[src/rtl/wb_regfile_pkg.sv]
// Shared widths and register-index constants for the 8-bit CPU pipeline.
package wb_regfile_pkg;

  localparam int DATA_W = 8;
  localparam int ADDR_W = 3;

  // Index of the register that reads as zero when hardwiring is enabled.
  localparam logic [ADDR_W-1:0] REG_ZERO = '0;

endpackage : wb_regfile_pkg

[src/rtl/wb_bypass_mux.sv]
// One ID-stage read port: returns the in-flight writeback value when it
// targets the same register, otherwise the stored register contents.
module wb_bypass_mux #(
  parameter int DATA_W = wb_regfile_pkg::DATA_W,
  parameter int ADDR_W = wb_regfile_pkg::ADDR_W
) (
  input  logic [ADDR_W-1:0] idx,
  input  logic [DATA_W-1:0] stored,
  input  logic              commit,
  input  logic [ADDR_W-1:0] wr_idx,
  input  logic [DATA_W-1:0] wb_data,
  output logic [DATA_W-1:0] operand
);

  // Same-cycle write-to-read forwarding
  always_comb begin
    operand = stored;
    if (commit && (wr_idx == idx)) operand = wb_data;
  end

endmodule : wb_bypass_mux

[src/rtl/wb_regfile.sv]
// Writeback select, 2**ADDR_W-entry register file with two bypassed read
// ports, an unbypassed debug port and a saturating committed-write counter.
module wb_regfile #(
  parameter int DATA_W  = wb_regfile_pkg::DATA_W,
  parameter int ADDR_W  = wb_regfile_pkg::ADDR_W,
  parameter bit R0_ZERO = 1'b1,
  parameter int CNT_W   = 16
) (
  input  logic              clk,
  input  logic              rst,
  input  logic              WBregwr,
  input  logic              WBregomem,
  input  logic [DATA_W-1:0] readDATA,
  input  logic [DATA_W-1:0] ALUout,
  input  logic [ADDR_W-1:0] writeREG,
  input  logic [ADDR_W-1:0] readREG1,
  input  logic [ADDR_W-1:0] readREG2,
  output logic [DATA_W-1:0] readDATA1,
  output logic [DATA_W-1:0] readDATA2,
  output logic [DATA_W-1:0] wbDATA,
  input  logic [ADDR_W-1:0] dbgREG,
  output logic [DATA_W-1:0] dbgDATA,
  output logic [CNT_W-1:0]  wrCount
);

  import wb_regfile_pkg::*;

  localparam int NREGS = 2 ** ADDR_W;
  localparam logic [ADDR_W-1:0] ZERO_IDX = ADDR_W'(REG_ZERO);

  // Flat flop array so the whole file clears on reset.
  logic [DATA_W-1:0] regs [NREGS];

  logic              commit;
  logic [DATA_W-1:0] op1;
  logic [DATA_W-1:0] op2;

  // Writeback source select, independent of reset and write enable
  always_comb begin
    wbDATA = WBregomem ? readDATA : ALUout;
  end

  // A write lands unless reset is active or it targets a hardwired r0
  always_comb begin
    commit = WBregwr && !rst && !(R0_ZERO && (writeREG == ZERO_IDX));
  end

  // Register storage: cleared on reset, written on commit
  always_ff @(posedge clk) begin
    if (rst) begin
      for (int i = 0; i < NREGS; i++) regs[i] <= '0;
    end else if (commit) begin
      regs[writeREG] <= wbDATA;
    end
  end

  // Committed-write counter, holds at all-ones instead of wrapping
  always_ff @(posedge clk) begin
    if (rst) begin
      wrCount <= '0;
    end else if (commit && (wrCount != '1)) begin
      wrCount <= wrCount + CNT_W'(1);
    end
  end

  wb_bypass_mux #(.DATA_W(DATA_W), .ADDR_W(ADDR_W)) u_port1 (
    .idx     (readREG1),
    .stored  (regs[readREG1]),
    .commit  (commit),
    .wr_idx  (writeREG),
    .wb_data (wbDATA),
    .operand (op1)
  );

  wb_bypass_mux #(.DATA_W(DATA_W), .ADDR_W(ADDR_W)) u_port2 (
    .idx     (readREG2),
    .stored  (regs[readREG2]),
    .commit  (commit),
    .wr_idx  (writeREG),
    .wb_data (wbDATA),
    .operand (op2)
  );

  // Operands read zero during reset and for a hardwired r0
  always_comb begin
    readDATA1 = op1;
    readDATA2 = op2;
    if (rst || (R0_ZERO && (readREG1 == ZERO_IDX))) readDATA1 = '0;
    if (rst || (R0_ZERO && (readREG2 == ZERO_IDX))) readDATA2 = '0;
  end

  // Debug view of storage only; a same-cycle commit is not yet visible here
  always_comb begin
    dbgDATA = regs[dbgREG];
    if (R0_ZERO && (dbgREG == ZERO_IDX)) dbgDATA = '0;
  end

endmodule : wb_regfile

[config.mk]
export PLATFORM = sky130hd
export DESIGN_NAME = wb_regfile
export DESIGN_NICKNAME = d
export VERILOG_FILES = /design/src/rtl/wb_regfile_pkg.sv /design/src/rtl/wb_bypass_mux.sv /design/src/rtl/wb_regfile.sv
export SDC_FILE = /design/constraint.sdc
export NUM_CORES = 1
export LEC_CHECK = 0
export ABC_AREA = 1
export CAP_MARGIN = 20
export CORE_ASPECT_RATIO = 1.5
export CORE_UTILIZATION = 60
export DETAILED_ROUTE_END_ITERATION = 12
export GPL_ROUTABILITY_DRIVEN = 0
export GPL_TIMING_DRIVEN = 1
export PLACE_DENSITY = 0.87
export SLEW_MARGIN = 20
export SYNTH_ARGS = -nofsm -noshare
export SYNTH_HDL_FRONTEND = slang
export SYNTH_SLANG_ARGS = --single-unit
[constraint.sdc]
create_clock -name clk -period 2.74 [get_ports clk]
set_input_delay 0.548 -clock clk [delete_from_list [all_inputs] [get_ports clk]]
set_output_delay 0.548 -clock clk [all_outputs]
set_load 0.05 [all_outputs]
## Yosys cells after proc, flatten, opt, wreduce, memory -nomap -nowiden

Memory sizes are Yosys's and may differ from the RTL's.
Index checks and enable logic that the tools add are counted.

| storage, ports and cells | value |
|---|---|
| RAM bits | 64 |
| input port bits | 32 |
| output and inout bits | 48 |
| word-level logic and storage cells | 34 |
| bits in registers | 16 |
| memories kept | 1 |

| cells by class | value |
|---|---|
| equal/unequal tests | 3 |
| add/subtract/negate cells | 1 |
| muxes and demuxes | 14 |
| reduce and logical (&&, ||, !) cells | 14 |

Memories:

| memory | words | width | rd ports | clocked after Yosys merged registers in | write ports | RTL line | text |
|---|---|---|---|---|---|---|---|
| regs | 8 | 8 | 3 | 0 | 8 | wb_regfile.sv:32 | `logic [DATA_W-1:0] regs [NREGS];` |

Operator list:

| kind | count |
|---|---|
| $mux W8 | 7 |
| $add A16 B1 Y16 const B | 1 |
| $ne A16 B16 Y1 const B | 1 |
| $logic_not A3 Y1 | 4 |
| $reduce_or A8 Y1 | 1 |
| $eq A3 B3 Y1 | 2 |
| $mux W1 | 6 |
| $logic_and A1 B1 Y1 | 5 |
| $mux W3 | 1 |
| $logic_not A1 Y1 | 2 |
| $logic_or A1 B1 Y1 | 2 |

## Longest topological paths before layout

Gate-level depths: netlist (run 1).

| logic depth | value |
|---|---|
| word-level depth | 8 |
| depth in mapped cells | 11 |
| gate-level depth less buffers | 9 |

## By module

From an unflattened synthesis (run 1), not the netlist that was laid out.

| second synthesis, totals | value |
|---|---|
| cell total of the unflattened synthesis | 826 |
| area total of the unflattened synthesis | 5674.2 um^2 |

By module, submodules not included:

| module | sequential area each (um^2) | area an instance (um^2) | cells an instance | times used |
|---|---|---|---|---|
| wb_regfile | 2242.2 | 5236.3 | 744 | 1 |
| wb_bypass_mux | 0.0 | 219.0 | 41 | 2 |

## Least setup slack after synthesis (run 1)

No wires, ideal clock.

| timing | value |
|---|---|
| kind | input-to-output |
| start | input WBregomem |
| end | output readDATA2[0] |
| path slack | -3 ps |
| buffers on the path | 2 |
| required time | 2192 ps |
| arrival | 2195 ps |
| stages on the path | 7 |
| cell sequence | buf_2 buf_6 nand2_1 o21ai_1 inv_1 o21ai_1 nor2_1 |

| between the ends | value |
|---|---|
| longest elaborated chain between the ends | 3 |

Ends and longest elaborated chain:

| what | RTL line | text |
|---|---|---|
| from (decl) | wb_regfile.sv:12 | `input logic WBregomem,` |
| $mux W8 | wb_regfile.sv:40 | `wbDATA = WBregomem ? readDATA : ALUout;` |
| via wbDATA[0] | wb_regfile.sv:20 | `output logic [DATA_W-1:0] wbDATA,` |
| $mux W8 | wb_bypass_mux.sv:18 | `if (commit && (wr_idx == idx)) operand = wb_data;` |
| $mux W8 | wb_regfile.sv:89 | `if (rst \|\| (R0_ZERO && (readREG2 == ZERO_IDX))) readDATA2 = '0;` |
| to (decl) | wb_regfile.sv:19 | `output logic [DATA_W-1:0] readDATA2,` |

The timed path passes the listed nets, and every way through them passes these cells.

## Final worst setup path (run 1)

| timing | value |
|---|---|
| start | input WBregomem |
| end | output readDATA1[1] |

| between the ends | value |
|---|---|
| longest elaborated chain between the ends | 3 |

Ends and longest elaborated chain:

| what | RTL line | text |
|---|---|---|
| $mux W8 | wb_regfile.sv:40 |  |
| $mux W8 | wb_bypass_mux.sv:18 |  |
| $mux W8 | wb_regfile.sv:88 | `if (rst \|\| (R0_ZERO && (readREG1 == ZERO_IDX))) readDATA1 = '0;` |
| to (decl) | wb_regfile.sv:18 | `output logic [DATA_W-1:0] readDATA1,` |

Every way passes these cells.

==> flow_metrics.env, run 1 <==
export IMPL_die_area_mm2=0.00965
export IMPL_synth_seq_area_share_pct=40.4
export IMPL_yosys_area_top_type="edfxtp_1"
export IMPL_cts_sinks=80
export IMPL_hold_depth=2
export IMPL_ys_ff_latch=80
export IMPL_drt_iter0_drc=1474
export IMPL_postPlaceCellArea_mm2=0.00695
export IMPL_drt_first_pass_iters=13
export IMPL_io_pins=80
export IMPL_die_x_um=80.6
export IMPL_root_buffer="clkbuf_16"
export IMPL_synth_top_cell_area_share_pct=34.6
export IMPL_grt_max_degree=34
export IMPL_worstRegToRegCells=7
export IMPL_yosys_warnings=0
export IMPL_port_buffers=79
export IMPL_crit_type="in -> out"
export IMPL_syn2layout_area_growth_pct=33.6
export IMPL_post_route_min_period_ns=2.73
export IMPL_synth_cells=828
export IMPL_clockBufferDepth=2
export IMPL_synth_adder_area_share_pct=0.225
export IMPL_hpwl_mm=15.2
export IMPL_muxShareOfSynthArea_pct=0
export IMPL_finalHoldViolations=0
export IMPL_drv_slew=0
export IMPL_avgViaCountPerCell=6.46
export IMPL_synth_area_mm2=0.00555
export IMPL_cp_cell_sequence="clkdlybuf4s50_1, buf_4, o21ai_1, inv_2, nor2_1, nor2_2, buf_12"
export IMPL_grt_pass1_vias=6508
export IMPL_hold_slack_ns=0.537
export IMPL_ant_nets=0
export IMPL_critPathCaptureType="output port"
export IMPL_synth_xor_area_share_pct=0.631
export IMPL_synth_edf_count=64
export IMPL_avgRoutedWirePerCell_um=21.1
export IMPL_drv_cap=0
export IMPL_power_total_mw=3.64
export IMPL_cts_made_buffers=9
export IMPL_skew_ns=0.00487
export IMPL_synth_compound_area_share_pct=9.78
export IMPL_overflow=0
export IMPL_most_common_layout_cells="261 x nand2_1, 153 x nor2_1, 89 x nand3_1, 64 x edfxtp_1, 61 x buf_4"
export IMPL_synth_area_leaders="edfxtp_1 35%, nand2_1 18%, nor2_1 12%, nand3_1 8.0%, dfxtp_1 5.8%"
export IMPL_final_cell_area_mm2=0.00742
export IMPL_fin_crit_sh_pct=99.6
export IMPL_slowest_stage="o21ai_1"
export IMPL_htree_levels=3
export IMPL_synth_top_family_by_area="simple AND/OR/NAND/NOR gates"
export IMPL_tightest_slew_ns=0.583
export IMPL_cp_max_fo=16
export IMPL_clk_pin_slew_worst_paths_ns=0.06
export IMPL_dp_cells=1034
export IMPL_setup_viol_count_final=0
export IMPL_clk_latency_ns=0.34
export IMPL_fmax_mhz=366
export IMPL_num_rows=42
export IMPL_cellLeakagePower_nw=3.33
export IMPL_syn_avg_cell_area_um2=6.71
export IMPL_power_density_mw_per_mm2=491
export IMPL_final_common_cell="nand2_1"
export IMPL_slowest_delay_ns=0.50
export IMPL_critPathRequiredTime_ns=2.19
export IMPL_slew_headroom_pct=60.9
export IMPL_start_util_pct=62.5
export IMPL_final_util_pct=83.5
export IMPL_antenna_found_initial=0
export IMPL_core_area_mm2=0.00888
export IMPL_violations="DRC"
export IMPL_cts_tree="yes"
export IMPL_start_kind="input pin"
export IMPL_wirelength_mm=22.4
export IMPL_status="finished, violations left"
export IMPL_grtUsageTotal_pct=47.8
export IMPL_nNetsFinal=979
export IMPL_synth_simple_area_share_pct=40.9
export IMPL_vias=6843
export IMPL_ys_types=36
export IMPL_drc_errors=2
export IMPL_fin_cells=1060
export IMPL_drive_above_1_share_pct=18.2
export IMPL_hp_class="reg -> reg"
export IMPL_ir_drop_mv=0.664
export IMPL_grt_pass1_wl_mm=34.3
export IMPL_diodes=0
export IMPL_synth_ff_type="edfxtp_1"
export IMPL_die_h_um=120
export IMPL_cp_data_arrival_time_ns=2.18
export IMPL_async_flop_share_pct=0
## worst max-delay path: cells and delay by family
family / cells / cell delay, ns
and+or+nand+nor: 2 / 0.25
buffers and inverters: 4 / 0.88
AOI/OAI and AO/OA: 1 / 0.50
## metal layers
layer  up-vias  GRT usage (%)  share of wire, %
met5         -              0                 0
met4         0           39.5                12
met3       262           19.1                14
met2       692           75.5                46
met1      2957           48.2                28
li1       2932              -                 -
## power breakdown
group / total, mW / leakage, nW / switching [mW] / internal, mW
registers: 1.49 / 0.744 / 0.102 / 1.38
clock network: 1.12 / 0.134 / 0.508 / 0.613
logic: 1.04 / 2.45 / 0.645 / 0.393
total: 3.64 / 3.33 / 1.25 / 2.39
## per-stage QoR
step	worst slack (ns)	setup TNS (ns)
2_1_floorplan	0.0146	0
3_3_place_gp	-0.0142	-0.0295
3_5_place_dp	-0.0622	-0.455
4_1_cts	-0.0343	-0.0343
5_1_grt	-0.0170	-0.0170
6_report	0.0101	0
## kinds of logic after synthesis
kind of cell             Yosys count
AND/OR/NAND/NOR                  546
buffers and inverters             99
other                              1
adder cells (fa/ha/maj)            1
flip-flops                        80
AO/OA/AOI/OAI                     97
XOR/XNOR                           4
## sequential cells by signal, summed over array words and instances (netlist names)
signal / count
wrCount: 16
regs: 64
## cells in the mapped netlist, types with 2 or more instances
master / count
buf_6: 4
dfxtp_1: 16
a31oi_2: 2
nand2_1: 260
a21oi_1: 17
o211ai_1: 8
buf_2: 22
clkbuf_1: 12
inv_1: 41
o21ai_0: 40
inv_2: 13
a31oi_1: 3
o21ai_2: 3
nand4_1: 6
xnor2_1: 2
o22ai_1: 6
nor2_4: 2
o21ai_1: 18
nor2_1: 172
nor2_2: 6
nand3_2: 5
buf_4: 3
edfxtp_1: 64
nand2_2: 2
xor2_1: 2
nand3_1: 89
## layout make-up
class | instances | area [um2]
Timing Repair inverter | 1 | 5.00
Tap cell | 110 | 138
Clock buffer | 9 | 225
Sequential cell | 80 | 2240
Timing Repair Buffer | 139 | 1540
Clock inverter | 6 | 43.8
Inverter | 57 | 230
Multi-Input combinational cell | 658 | 2990
Fill cell | 531 | 1470
## what timing repair did
item,in CTS,in global routing
pin swaps,1,6
hold buffers,0,0
gates cloned,0,3
buffers inserted,5,3
gates resized for setup,16,32
setup endpoints to repair,19,23
## worst paths after layout
path / start / endpoint / slack, ns
setup / recovery: WBregomem / readDATA1[1] / 0.01
hold / removal: wrCount[0] / wrCount[0] / 0.54
setup reg to reg: wrCount[0] / wrCount[3] / 0.80
hold reg to reg: wrCount[0] / wrCount[0] / 0.54
Note: power is estimated with default switching activity, not from simulation.
==> run 2: changes to the inputs <==
--- a/config.mk
+++ b/config.mk
@@ -5,14 +5,13 @@
 export SDC_FILE = /design/constraint.sdc
 export NUM_CORES = 1
 export LEC_CHECK = 0
-export ABC_AREA = 1
 export CAP_MARGIN = 20
 export CORE_ASPECT_RATIO = 1.5
-export CORE_UTILIZATION = 60
+export CORE_UTILIZATION = 59
 export DETAILED_ROUTE_END_ITERATION = 12
 export GPL_ROUTABILITY_DRIVEN = 0
 export GPL_TIMING_DRIVEN = 1
-export PLACE_DENSITY = 0.87
+export PLACE_DENSITY = 0.86
 export SLEW_MARGIN = 20
 export SYNTH_ARGS = -nofsm -noshare
 export SYNTH_HDL_FRONTEND = slang
==> run 2 against run 1 <==
Net effect: the run ends with setup timing left; final cell count down 36%; highest routed layer unchanged; clock skew about the same; area after synthesis down 7.6%; combinational power up 9%; die area down 5.9%; register-to-register slack better by 0.11 ns; synthesized cell count down 46%; largest cell class unchanged.
==> flow_metrics.env, run 2 <==
export IMPL_hold_depth=1
export IMPL_reg_top3="regs (64), wrCount (16)"
export IMPL_grt_pass1_wl_mm=27.1
export IMPL_final_common_cell="nor2_1"
export IMPL_async_flop_share_pct=0
export IMPL_most_common_layout_cells="67 x nor2_1, 64 x edfxtp_1, 51 x buf_4, 40 x mux4_2, 35 x clkdlybuf4s50_1"
export IMPL_hold_buffers=0
export IMPL_cp_data_arrival_time_ns=2.28
export IMPL_nNetsFinal=601
export IMPL_slowest_delay_ns=0.60
export IMPL_violations="setup timing"
export IMPL_cellLeakagePower_nw=2.70
export IMPL_drt_iter0_drc=915
export IMPL_crit_type="in -> out"
export IMPL_vias=4939
export IMPL_fmax_mhz=354
export IMPL_ant_nets=0
export IMPL_syn2layout_area_growth_pct=43.5
export IMPL_power_density_mw_per_mm2=495
export IMPL_cts_tree="yes"
export IMPL_status="finished, violations left"
export IMPL_min_from="wrCount[6]"
export IMPL_grt_pass1_vias=4660
export IMPL_critPathCaptureType="output port"
export IMPL_ys_ff_latch=80
export IMPL_critical_path_top_delay_family="multiplexers"
export IMPL_num_rows=41
export IMPL_post_route_min_period_ns=2.82
export IMPL_yosys_area_top_type="edfxtp_1"
export IMPL_clk_latency_ns=0.34
export IMPL_synth_seq_area_share_pct=43.7
export IMPL_drc_errors=0
export IMPL_avgViaCountPerCell=7.26
export IMPL_drt_first_pass_iters=6
export IMPL_grtUsageTotal_pct=41.9
export IMPL_finalHoldViolations=0
export IMPL_synth_edf_count=64
export IMPL_yosys_warnings=0
export IMPL_nFillCells=364
export IMPL_synth_area_mm2=0.00513
export IMPL_crit_buf_inv=3
export IMPL_syn_avg_cell_area_um2=11.6
export IMPL_cts_made_buffers=9
export IMPL_cts_sinks=80
export IMPL_clk_pin_slew_worst_paths_ns=0.06
export IMPL_clockBufferDepth=2
export IMPL_top_register="regs"
export IMPL_slowest_stage="mux4_2"
export IMPL_start_kind="input pin"
export IMPL_skew_ns=0.00450
export IMPL_avgRoutedWirePerCell_um=28.5
export IMPL_fin_crit_sh_pct=103
export IMPL_port_buffers=79
export IMPL_start_util_pct=61.0
export IMPL_ir_drop_mv=0.475
export IMPL_critPathRequiredTime_ns=2.19
export IMPL_setup_viol_count_final=2
export IMPL_slew_headroom_pct=58.7
export IMPL_grt_max_degree=25
export IMPL_worstRegToRegCells=5
export IMPL_drv_cap=0
export IMPL_root_buffer="clkbuf_16"
export IMPL_rrSetupSlack_ns=0.91
export IMPL_synth_cells=444
export IMPL_htree_levels=3
export IMPL_synth_ff_type="edfxtp_1"
export IMPL_synth_commonest_cells="68 x nor2_1, 64 x edfxtp_1, 40 x mux4_2, 29 x a21oi_1"
export IMPL_fin_ws_ns=-0.0832
export IMPL_r2r_start="wrCount[0]"
export IMPL_overflow=0
export IMPL_die_h_um=116
export IMPL_die_area_mm2=0.00908
export IMPL_core_area_mm2=0.00841
export IMPL_diodes=0
export IMPL_hpwl_mm=12.2
export IMPL_die_x_um=78.1
export IMPL_synth_top_cell_area_share_pct=37.5
export IMPL_tightest_slew_ns=0.620
export IMPL_final_util_pct=87.5
export IMPL_yosysMostFrequentCell="nor2_1"
export IMPL_wirelength_mm=19.4
export IMPL_hold_path_end="wrCount[6]"
export IMPL_ys_types=42
export IMPL_antenna_found_initial=0
export IMPL_drv_slew=0
export IMPL_synth_area_leaders="edfxtp_1 37%, mux4_2 18%, dfxtp_1 6.2%, nor2_1 5.0%, mux2i_1 4.9%"
export IMPL_io_pins=80
export IMPL_largest_reg_flops=64
export IMPL_rr_endpoint="wrCount[15]"
export IMPL_hp_class="reg -> reg"
export IMPL_cp_max_fo=5
export IMPL_cp_cell_sequence="dlygate4sd2_1, buf_6, mux4_2, mux2i_1, a21oi_2, buf_12"
export IMPL_drive_above_1_share_pct=38.7
export IMPL_hold_slack_ns=0.499
[run 2: cell types whose count changed in the layout (fill, tap and decap cells not counted), sizes merged, moves of 12 or more]
cell / change
nand2: -238
nor2: -112
nand3: -89
inv: -45
mux4: +40
o21ai: -40
mux2i: +32
o31ai: +24
a21oi: +12
nor2b: +12
[run 2: worst reg2reg max path: cells and delay by family (launching register included)]
family / cells / cell delay, ns
AND/OR/NAND/NOR: 2 / 0.39
flip-flops: 1 / 0.40
adder cells (fa/ha/maj): 1 / 0.25
AO/OA/AOI/OAI: 2 / 0.66
[run 2: what timing repair did]
item | 4_1_cts | 5_1_grt
cloned | 2 | 0
buffers inserted | 4 | 0
resized for setup | 52 | 30
pin swaps | 2 | 1
setup endpoints to repair | 22 | 16
[run 2: metal layers]
metal | GRT usage (%) | up-vias | part of all wire [%]
li1 | - | 1972 | -
met1 | 46.5 | 2351 | 31
met2 | 72.9 | 490 | 49
met3 | 8.20 | 126 | 11
met4 | 28.3 | 0 | 8.9
met5 | 0 | - | 0
[run 2: where the power goes]
part	internal, mW	switching [mW]	total, mW
sequential	1.38	0.0749	1.46
combinational	0.506	0.624	1.13
clock	0.607	0.450	1.06
[run 2: layout make-up]
| cell class | instances | area [um2] | share of cell area [%] |
|---|---|---|---|
| repair buffers | 139 | 1630 | 22.1 |
| flip-flops and latches | 80 | 2240 | 30.5 |
| inverters | 11 | 41.3 | 0.561 |
| multi-input cells | 327 | 3060 | 41.6 |
| clock buffers | 12 | 236 | 3.21 |
| well taps | 107 | 134 | 1.82 |
| clock inverters | 4 | 21.3 | 0.289 |
[run 2: worst max-delay path by stage]
stage	from	to	slack [ns]	depth (start not counted)
4_1_cts	WBregomem	readDATA1[4]	-0.001	7
2_1_floorplan	dbgREG[1]	dbgDATA[3]	-0.31	6
3_3_place_gp	dbgREG[0]	dbgDATA[4]	-0.15	6
5_1_grt	readREG1[0]	readDATA1[4]	-0.08	6
3_5_place_dp	readREG1[0]	readDATA1[4]	-0.23	7
6_report	readREG1[0]	readDATA1[1]	-0.08	6
[run 2: metrics by stage]
stage / setup TNS [ns] / setup slack [ns] / instances / area (um2) / power, mW
after floorplan: -1.54 / -0.310 / 451 / 5240 / 1.99
final: -0.150 / -0.0832 / 680 / 7360 / 3.65
after CTS: -0.00104 / -0.00104 / 680 / 7230 / 3.55
after detailed placement: -3.60 / -0.233 / 658 / 6660 / 2.45
after global placement: -2.35 / -0.147 / 658 / 6660 / 2.41
after global routing: -0.140 / -0.0760 / 680 / 7360 / 3.72
[run 2: cells by family after synthesis]
kind of cell / after synthesis / synth area share, %
buffers and inverters: 44 / 4.51
DFF: 80 / 43.7
AOI/OAI and AO/OA: 90 / 11.2
xor gates and xnor gates: 6 / 1.02
and+or+nand+nor: 150 / 14.9
other: 1 / 0.0731
adders and majority gates: 1 / 0.244
muxes: 72 / 24.3
==> run 3: changes to the inputs <==
--- a/config.mk
+++ b/config.mk
@@ -15,4 +15,5 @@
 export SLEW_MARGIN = 20
 export SYNTH_ARGS = -nofsm -noshare
 export SYNTH_HDL_FRONTEND = slang
+export SYNTH_HIERARCHICAL = 1
 export SYNTH_SLANG_ARGS = --single-unit
==> run 3 against run 2 <==
Net effect: the flow still finishes with violations (setup timing); design area grew 3.9%; sequential cell count did not move; final cell count rose by 2.6%; die area fell by 0.46%; critical path depth is 1 lower; critical path type is now reg -> out; critical endpoint is now readDATA1[2]; largest power group unchanged.
==> flow_metrics.env, run 3 <==
export IMPL_status="finished, violations left"
export IMPL_violations="setup timing"
export IMPL_grt_max_degree=29
export IMPL_drive_above_1_share_pct=42.6
export IMPL_fin_crit_sh_pct=105
export IMPL_finalHoldViolations=0
export IMPL_switchingPower_mw=1.24
export IMPL_ys_ff_latch=80
export IMPL_drt_iter0_drc=955
export IMPL_ant_nets=0
export IMPL_die_h_um=116
export IMPL_port_buffers=79
export IMPL_ys_types=39
export IMPL_cp_max_fo=3
export IMPL_hp_class="reg -> reg"
export IMPL_crit_type="reg -> out"
export IMPL_hpwl_mm=12.0
export IMPL_drt_first_pass_iters=9
export IMPL_die_area_mm2=0.00904
export IMPL_overflow=0
export IMPL_crit_buf_inv=1
export IMPL_syn2layout_area_growth_pct=49.8
export IMPL_fmax_mhz=348
export IMPL_htree_levels=3
export IMPL_slew_headroom_pct=52.8
export IMPL_yosys_area_top_type="edfxtp_1"
export IMPL_yosysMostFrequentCell="nor2_1"
export IMPL_critPathCaptureType="output port"
export IMPL_vias=5431
export IMPL_r2r_start="wrCount[0]"
export IMPL_start_util_pct=60.7
export IMPL_critPathRequiredTime_ns=2.19
export IMPL_clk_latency_ns=0.35
export IMPL_wirelength_mm=23.1
export IMPL_synth_area_leaders="edfxtp_1 38%, mux4_2 18%, mux2_2 7.9%, dfxtp_1 6.3%, nor2_1 5.6%"
export IMPL_cp_cell_sequence="mux4_2, mux2_4, mux2_4, and2_4, buf_12"
export IMPL_yosys_warnings=6
export IMPL_synth_top_cell_area_share_pct=37.6
export IMPL_min_from="wrCount[15]"
export IMPL_top_register="regs"
export IMPL_reg_top3="regs (64), wrCount (16)"
export IMPL_synth_area_mm2=0.00511
export IMPL_core_area_mm2=0.00841
export IMPL_avgViaCountPerCell=7.78
export IMPL_grt_pass1_vias=5317
export IMPL_rsz0062_at_grt="yes"
export IMPL_hold_buffers=0
export IMPL_sw_frac_of_total_pct=31.5
export IMPL_slowest_stage="mux4_2"
export IMPL_syn_avg_cell_area_um2=11.6
export IMPL_most_common_layout_cells="74 x nor2_1, 64 x edfxtp_1, 55 x buf_4, 40 x mux4_2, 33 x clkdlybuf4s50_1"
export IMPL_skew_ns=0.00200
export IMPL_die_x_um=78.0
export IMPL_p_int_mw=2.69
export IMPL_critPathMostFrequentCell="mux2_4"
export IMPL_pwr_share_seq_pct=37.4
export IMPL_cts_tree="yes"
export IMPL_io_pins=80
export IMPL_num_rows=41
export IMPL_grt_pass1_wl_mm=32.6
export IMPL_synth_commonest_cells="76 x nor2_1, 64 x edfxtp_1, 40 x mux4_2, 36 x mux2_2, 27 x nand2_1"
export IMPL_clockBufferDepth=2
export IMPL_dp_slack_ns=-0.493
export IMPL_drv_slew=0
export IMPL_synth_edf_count=64
export IMPL_start_kind="flip-flop"
export IMPL_synth_cells=442
export IMPL_cp_data_arrival_time_ns=2.32
export IMPL_clk_pin_slew_worst_paths_ns=0.06
export IMPL_setup_viol_count_final=14
export IMPL_drc_errors=0
export IMPL_p_clk_share_pct=31.5
export IMPL_drv_cap=0
export IMPL_final_common_cell="nor2_1"
export IMPL_synth_seq_area_share_pct=43.9
export IMPL_nNetsFinal=617
export IMPL_cts_sinks=80
export IMPL_cts_made_buffers=9
export IMPL_hold_slack_ns=0.550
export IMPL_cellLeakagePower_nw=2.99
export IMPL_fin_ws_ns=-0.132
export IMPL_grtUsageTotal_pct=51.7
export IMPL_avgRoutedWirePerCell_um=33.1
export IMPL_power_density_mw_per_mm2=514
export IMPL_antenna_found_initial=3
export IMPL_combPwrFrac_pct=31.1
export IMPL_synth_ff_type="edfxtp_1"
export IMPL_tightest_slew_ns=0.702
export IMPL_async_flop_share_pct=0
export IMPL_worstSetupStartpoint="regs[0][2]"
export IMPL_root_buffer="clkbuf_16"
export IMPL_largest_reg_flops=64
export IMPL_ir_drop_mv=0.516
export IMPL_post_route_min_period_ns=2.87
export IMPL_slowest_delay_ns=0.56
export IMPL_critical_path_top_delay_family="multiplexers"
-- run 3: cell types whose count changed after synthesis, moves of 7 or more --
| cell | before | now |
|---|---|---|
| buf_4 | 9 | 1 |
| o31ai_1 | 23 | 5 |
| and2_1 | 2 | 17 |
| mux2i_2 | 7 | 0 |
| mux2_2 | 0 | 36 |
| clkbuf_1 | 8 | 17 |
| nor2_1 | 68 | 76 |
| a21oi_1 | 29 | 8 |
| buf_2 | 14 | 7 |
| mux2i_1 | 25 | 16 |
-- run 3: cell type report --
cell class / count / area, um2
Antenna cell: 2 / 5.00
Clock buffer: 12 / 278
Clock inverter: 4 / 23.8
Fill cell: 299 / 763
Inverter: 12 / 47.5
Multi-Input combinational cell: 329 / 3050
Sequential cell: 80 / 2240
Tap cell: 107 / 134
Timing Repair Buffer: 152 / 1870
-- run 3: path summary, 6_finish.rpt --
path                                endpoint  slack (ns)  depth (start not counted)
worst max-delay path            readDATA1[2]       -0.13                          5
worst min-delay path             wrCount[15]        0.55                          2
worst max register to register   wrCount[12]        0.48                          5
worst min register to register   wrCount[15]        0.55                          2
-- run 3: routing by layer --
layer | global-route usage (%) | wire length (um) | vias up
met2 | 82.1 | 10800 | 705
met3 | 22.8 | 3090 | 280
li1 | - | - | 1965
met5 | 4.44 | 0 | -
met4 | 48.3 | 2950 | 0
met1 | 49.8 | 6320 | 2481
-- run 3: per-stage QoR --
stage / setup TNS (ns) / util (%) / instances / area (um2) / power (mW)
6_report: -0.812 / 90.9 / 698 / 7650 / 3.93
5_1_grt: -1.40 / 90.9 / 697 / 7650 / 3.99
4_1_cts: -0.0169 / 88.4 / 686 / 7430 / 3.74
3_5_place_dp: -8.44 / 79.5 / 658 / 6690 / 2.44
3_3_place_gp: -8.02 / 79.5 / 658 / 6690 / 2.40
2_1_floorplan: -1.72 / - / 449 / 5210 / 2.00
-- run 3: power groups by stage --
stage | logic, mW | registers, mW | clock network (mW)
floorplan | 0.554 | 1.44 | 0
global placement | 0.943 | 1.46 | 0
detailed placement | 0.970 | 1.47 | 0
CTS | 1.08 | 1.45 | 1.21
global route | 1.25 | 1.47 | 1.27
finish | 1.22 | 1.47 | 1.24
-- run 3: worst min-delay path, stage by stage (launching register included) --
cell     delay [ns]
dfxtp_1        0.35
o31ai_1        0.08
a21oi_1        0.07
-- run 3: logic make-up after synthesis --
group / share of synthesized area, %
XOR/XNOR: 1.03
buffers and inverters: 3.18
multiplexers: 28.7
flip-flops: 43.9
other: 0.0734
adder cells (fa/ha/maj): 0.245
AO/OA/AOI/OAI: 6.15
AND/OR/NAND/NOR: 16.7
-- run 3: what timing repair did --
| action | in CTS | in global routing |
|---|---|---|
| resized for setup | 89 | 29 |
| cloned | 8 | 2 |
| pin swaps | 3 | 2 |
| setup endpoints to repair | 24 | 23 |
| buffers inserted | 4 | 8 |
